**src/rtl/dual_rail_pkg.sv**
```systemverilog
// dual_rail_pkg: shared state encoding and symbol definitions for the dual-rail receiver
package dual_rail_pkg;
  typedef enum logic {COLLECT, HOLD} state_t;
  localparam logic [1:0] SYM_ONE = 2'b10;
  localparam logic [1:0] SYM_ZERO = 2'b01;
  function automatic logic is_valid_sym(input logic [1:0] sym);
    return sym == SYM_ONE || sym == SYM_ZERO;
  endfunction
endpackage

```
**src/rtl/dual_rail_sym_check.sv**
```systemverilog
// dual_rail_sym_check: decodes a {rail_p,rail_n} symbol into a data bit and a validity flag
module dual_rail_sym_check
  import dual_rail_pkg::*;
(
  input  logic rail_p,
  input  logic rail_n,
  output logic bit_val,
  output logic sym_ok
);
  assign bit_val = {rail_p, rail_n} == SYM_ONE;
  assign sym_ok = is_valid_sym({rail_p, rail_n});
endmodule

```
**src/rtl/dual_rail_receiver.sv**
```systemverilog
// dual_rail_receiver: deserialises dual-rail symbols LSB-first into words with invalid-symbol counting
module dual_rail_receiver
  import dual_rail_pkg::*;
#(
  parameter int WIDTH = 8,
  parameter int ERR_CNT_W = 8
) (
  input  logic                 clk,
  input  logic                 reset,
  input  logic                 in_valid,
  output logic                 in_ready,
  input  logic                 in_sof,
  input  logic                 rail_p,
  input  logic                 rail_n,
  output logic [WIDTH-1:0]     out_data,
  output logic                 out_valid,
  input  logic                 out_ready,
  output logic                 err_pulse,
  output logic [ERR_CNT_W-1:0] err_count
);
  localparam int CW = $clog2(WIDTH + 1);
  localparam logic [CW-1:0] LAST = CW'(WIDTH - 1);
  state_t state, state_nxt;
  logic [CW-1:0] bit_cnt;
  logic [WIDTH-1:0] shift, shift_nxt, one;
  logic bit_val, sym_ok, acc, good, done;
  dual_rail_sym_check u_sym (
    .rail_p (rail_p),
    .rail_n (rail_n),
    .bit_val(bit_val),
    .sym_ok (sym_ok)
  );
  assign acc = in_valid && in_ready;
  assign good = acc && sym_ok;
  assign done = good && !in_sof && bit_cnt == LAST;
  assign one = {{(WIDTH-1){1'b0}}, 1'b1};
  assign shift_nxt = in_sof ? (bit_val ? one : '0)
                            : ((shift & ~(one << bit_cnt)) | ({WIDTH{bit_val}} & (one << bit_cnt)));
  always_ff @(posedge clk)
    if (reset) state <= COLLECT;
    else state <= state_nxt;
  always_comb
    state_nxt = state == COLLECT ? (done ? HOLD : COLLECT) : (out_ready ? COLLECT : HOLD);
  always_comb
    in_ready = state == COLLECT;
  always_ff @(posedge clk) begin
    if (reset) begin
      bit_cnt <= '0;
      shift <= '0;
      out_data <= '0;
      out_valid <= 1'b0;
      err_pulse <= 1'b0;
      err_count <= '0;
    end else begin
      err_pulse <= acc && !sym_ok;
      if (acc && !sym_ok) begin
        bit_cnt <= '0;
        if (err_count != '1) err_count <= err_count + 1'b1;
      end else if (good) begin
        shift <= shift_nxt;
        bit_cnt <= done ? '0 : (in_sof ? CW'(1) : bit_cnt + 1'b1);
      end
      if (done) begin
        out_data <= shift_nxt;
        out_valid <= 1'b1;
      end else if (out_valid && out_ready) begin
        out_valid <= 1'b0;
      end
    end
  end
endmodule

```
**config.mk**
```make
export PLATFORM = sky130hd
export DESIGN_NAME = dual_rail_receiver
export DESIGN_NICKNAME = d
export VERILOG_FILES = /design/src/rtl/dual_rail_pkg.sv /design/src/rtl/dual_rail_sym_check.sv /design/src/rtl/dual_rail_receiver.sv
export SDC_FILE = /design/constraint.sdc
export NUM_CORES = 1
export LEC_CHECK = 0
export ABC_AREA = 1
export CAP_MARGIN = 20
export CORE_ASPECT_RATIO = 0.7
export CORE_MARGIN = 2
export CORE_UTILIZATION = 57
export CTS_CLUSTER_SIZE = 24
export DETAILED_ROUTE_END_ITERATION = 10
export GPL_ROUTABILITY_DRIVEN = 1
export PLACE_DENSITY = 0.94
export SKIP_LAST_GASP = 1
export SLEW_MARGIN = 40
export SYNTH_ARGS = -nofsm -noshare
export SYNTH_HDL_FRONTEND = slang
export SYNTH_SLANG_ARGS = --single-unit
```
**constraint.sdc**
```tcl
create_clock -name clk -period 2.6 [get_ports clk]
set_input_delay 0.39 -clock clk [delete_from_list [all_inputs] [get_ports clk]]
set_output_delay 0.39 -clock clk [all_outputs]
set_load 0.005 [all_outputs]
```
==> flow_metrics.tcl <==
set metrics [dict create \
    netlist_area_um2 1680 \
    min_period_ns 1.887 \
    drt_iter0_drc 96 \
    path_cells "clkdlybuf4s50_1 > inv_1 > ha_1 > nor2_4 > nand3b_4 > inv_1 > nand2_1 > inv_1 > nor2_1" \
    ioPinCount 26 \
    maxSlewHeadroom_pct 72.88 \
    crit_path_start_kind "primary input" \
    numClockSinks 31 \
    startpoint "rail_n" \
    synth-seq-cells 31 \
    ys_seq_area_share_pct 36.93 \
    report.final.slew_viol_count 0 \
    drc 0 \
    synth_top_area_share_pct 36.93 \
    post-route-util_pct 71.83 \
    die_area_um2 3405 \
    globalRouteOverflowTotal 0 \
    synth_fa_ha_area_share_pct 5.957 \
    cp-endpoint "out_data[6]" \
    synth-xor-area-share_pct 0.5212 \
    cts_hold_buf 0 \
    cp.depth 9 \
    path_delay_family "buffers and inverters" \
    finalHoldViolCount 0 \
    die_y_um 49.43 \
    htree_levels 2 \
    reg2reg_from "bit_cnt[0]" \
    rsz0062_at_grt "false" \
    path_clk_slew_ns 0.06 \
    synth_compound_area_share_pct 9.680 \
    port_buffers 25 \
    vias_per_cell 5.242 \
    start_util_pct 59.96 \
    via_count 1604 \
    final_antenna_net_count 0 \
    cts_tree "built" \
    hold_path_class "flip-flop to flip-flop" \
    power_density_nw_per_um2 470.5 \
    clock_path_buffers 2 \
    arrival_ns 2.07 \
    post_cts_buffers 0 \
    syn_inst 244 \
    cp_max_fo 16 \
    slowest_stage "clkdlybuf4s50_1" \
    die_w_um 68.90 \
    max_freq_mhz 529.8 \
    cts_resized 0 \
    coreArea_um2 2803 \
    num_antenna_cells 0 \
    p_leak_nw 0.8847 \
    path_buf_inv 4 \
    synthTopCellsByArea "dfxtp_1 37%, nand2_1 14%, nor2_1 7.4%, inv_1 6.5%, a21oi_1 6.0%" \
    postRouteWirelength_um 3683 \
    ir_drop_uv 286.2 \
    reg2reg_depth 7 \
    yosys.cell_types.count 25 \
    drive_gt1_share_pct 7.778 \
    rr_endpoint "out_data[6]" \
    place_hpwl_um 2712 \
    ys_warn_count 0 \
    track_usage_pct 25.84 \
    min_period_over_period_pct 72.59 \
    place_inst 300 \
    whs_ns 0.4942 \
    setup_viol_count_final 0 \
    clk_latency_ns 0.28 \
    finalSetupTns_ns 0 \
    yosysTopAreaCell "dfxtp_1" \
    crit_type "primary input to flip-flop" \
    grt_pass1_vias 1495 \
    synth.avg_cell_area_um2 6.887 \
    grt_pass1_wl_um 6513 \
    num-fill-cells 239 \
    drv_cap 0 \
    drt_pass1_iterations 4 \
    instances_no_fill 306 \
    numCtsBuffers 5 \
    fin_skew_ns 0.005081 \
    rows 16 \
    status "finished, final reports clean" \
    antenna_found_initial 0 \
    root_buffer "clkbuf_8" \
    synthMuxAreaShare_pct 0 \
    tightest_slew_ns 0.4062 \
    yosys.area_share.simple_pct 36.63 \
    drt-wirelength-per-cell_um 12.04 \
    crit_top_cell "inv_1" \
    synth_top_family_by_area "simple AND/OR/NAND/NOR gates" \
    fin_nets 286 \
    crit_path_max_incr_delay_ns 0.45 \
    synthToLayoutAreaGrowth_pct 19.81 \
    synthesis.nets 259 \
    worstSetupEndpointType "flip-flop" \
    grt_max_degree 19 \
    rrSetupSlack_ns 0.99 \
    required_ns 2.78 \
    finalPower_mw 0.9471 \
    routabilityCongestion 0.8390 \
]
==> through the flow <==
stage	setup WS (ns)	area, um2
3_5_place_dp	0.4281	1941
2_1_floorplan	1.195	1680
6_report	0.7126	2013
3_3_place_gp	0.5031	1941
4_1_cts	0.7130	2013
5_1_grt	0.5547	2013
==> report_power, final <==
part           internal, mW  total [mW]  switching [mW]
Clock                 0.178       0.344           0.166
Combinational        0.0404       0.102          0.0619
Sequential            0.490       0.501          0.0110
==> sequential cells by signal (all words and copies together), names as in the netlist <==
signal / flops
bit_cnt: 4
err_count: 8
err_pulse: 1
out_data: 8
out_valid: 1
shift: 8
state: 1
==> routing by layer <==
metal / vias to the layer above / part of all wire, % / global-route usage (%)
li1: 827 / - / -
met1: 701 / 48 / 36.17
met2: 69 / 43 / 37.50
met3: 7 / 7.9 / 9.238
met4: 0 / 1.2 / 6.863
met5: - / 0 / 0
==> worst register-to-register path: stages (launching register included) <==
cell	delay [ns]
dfxtp_1	0.46
ha_1	0.32
nand3_4	0.11
nand3b_4	0.27
inv_1	0.17
nand2_1	0.07
inv_1	0.06
nor2_1	0.04
==> kinds of logic (layout without fill, tap and decap cells) <==
logic type                 count (synthesis)  after routing
and+or+nand+nor                          133            133
buffers and inverters                     39             65
AOI/OAI and AO/OA                         32             32
DFF                                       31             31
adders and majority gates                  8              8
xor gates and xnor gates                   1              1
==> cell usage in the layout (no fill, tap or decap) <==
cell / netlist / final
ha_1: 8 / 8
nand2_2: 4 / 4
inv_1: 29 / 29
nor3_1: 3 / 3
nand3_4: 1 / 1
inv_2: 2 / 2
inv_4: 1 / 1
nor2_1: 33 / 33
nand3b_1: 3 / 3
xor2_1: 1 / 1
nand2_1: 61 / 61
o211ai_1: 1 / 1
nor2_2: 2 / 2
nand3_1: 17 / 17
nor2_4: 2 / 2
buf_4: 1 / 2
dfxtp_1: 31 / 31
clkdlybuf4s50_1: 0 / 25
nand3b_4: 1 / 1
o21ai_0: 11 / 11
clkbuf_8: 0 / 5
a21oi_1: 20 / 20
nand4_1: 5 / 5
nand2_4: 1 / 1
clkbuf_1: 0 / 1
==> worst min path at each step <==
stage	from	to	slack (ns)	cells after the start
floorplan	out_valid	out_valid	0.46	2
global placement	out_valid	out_valid	0.47	2
detailed placement	out_valid	out_valid	0.48	2
CTS	out_valid	out_valid	0.49	2
global route	out_valid	out_valid	0.51	2
finish	out_valid	out_valid	0.49	2
==> Yosys cell counts (all sizes together) <==
library cell and number:
inv 32, nand4 5, nand3 18, buf 6
o211ai 1, nand2 66, nor3 3, dfxtp 31
o21ai 11, nor2 37, xor2 1, ha 8
nand3b 4, clkbuf 1, a21oi 20
==> layout make-up <==
type | instances | area, um2 | area share (%)
clock buffer | 6 | 72.57 | 3.605
sequential | 31 | 620.6 | 30.83
inverter | 32 | 122.6 | 6.091
multi-input combinational | 174 | 887.1 | 44.06
tap | 36 | 45.04 | 2.237
timing repair buffer | 27 | 265.3 | 13.18
(Power assumes the default switching activity.)
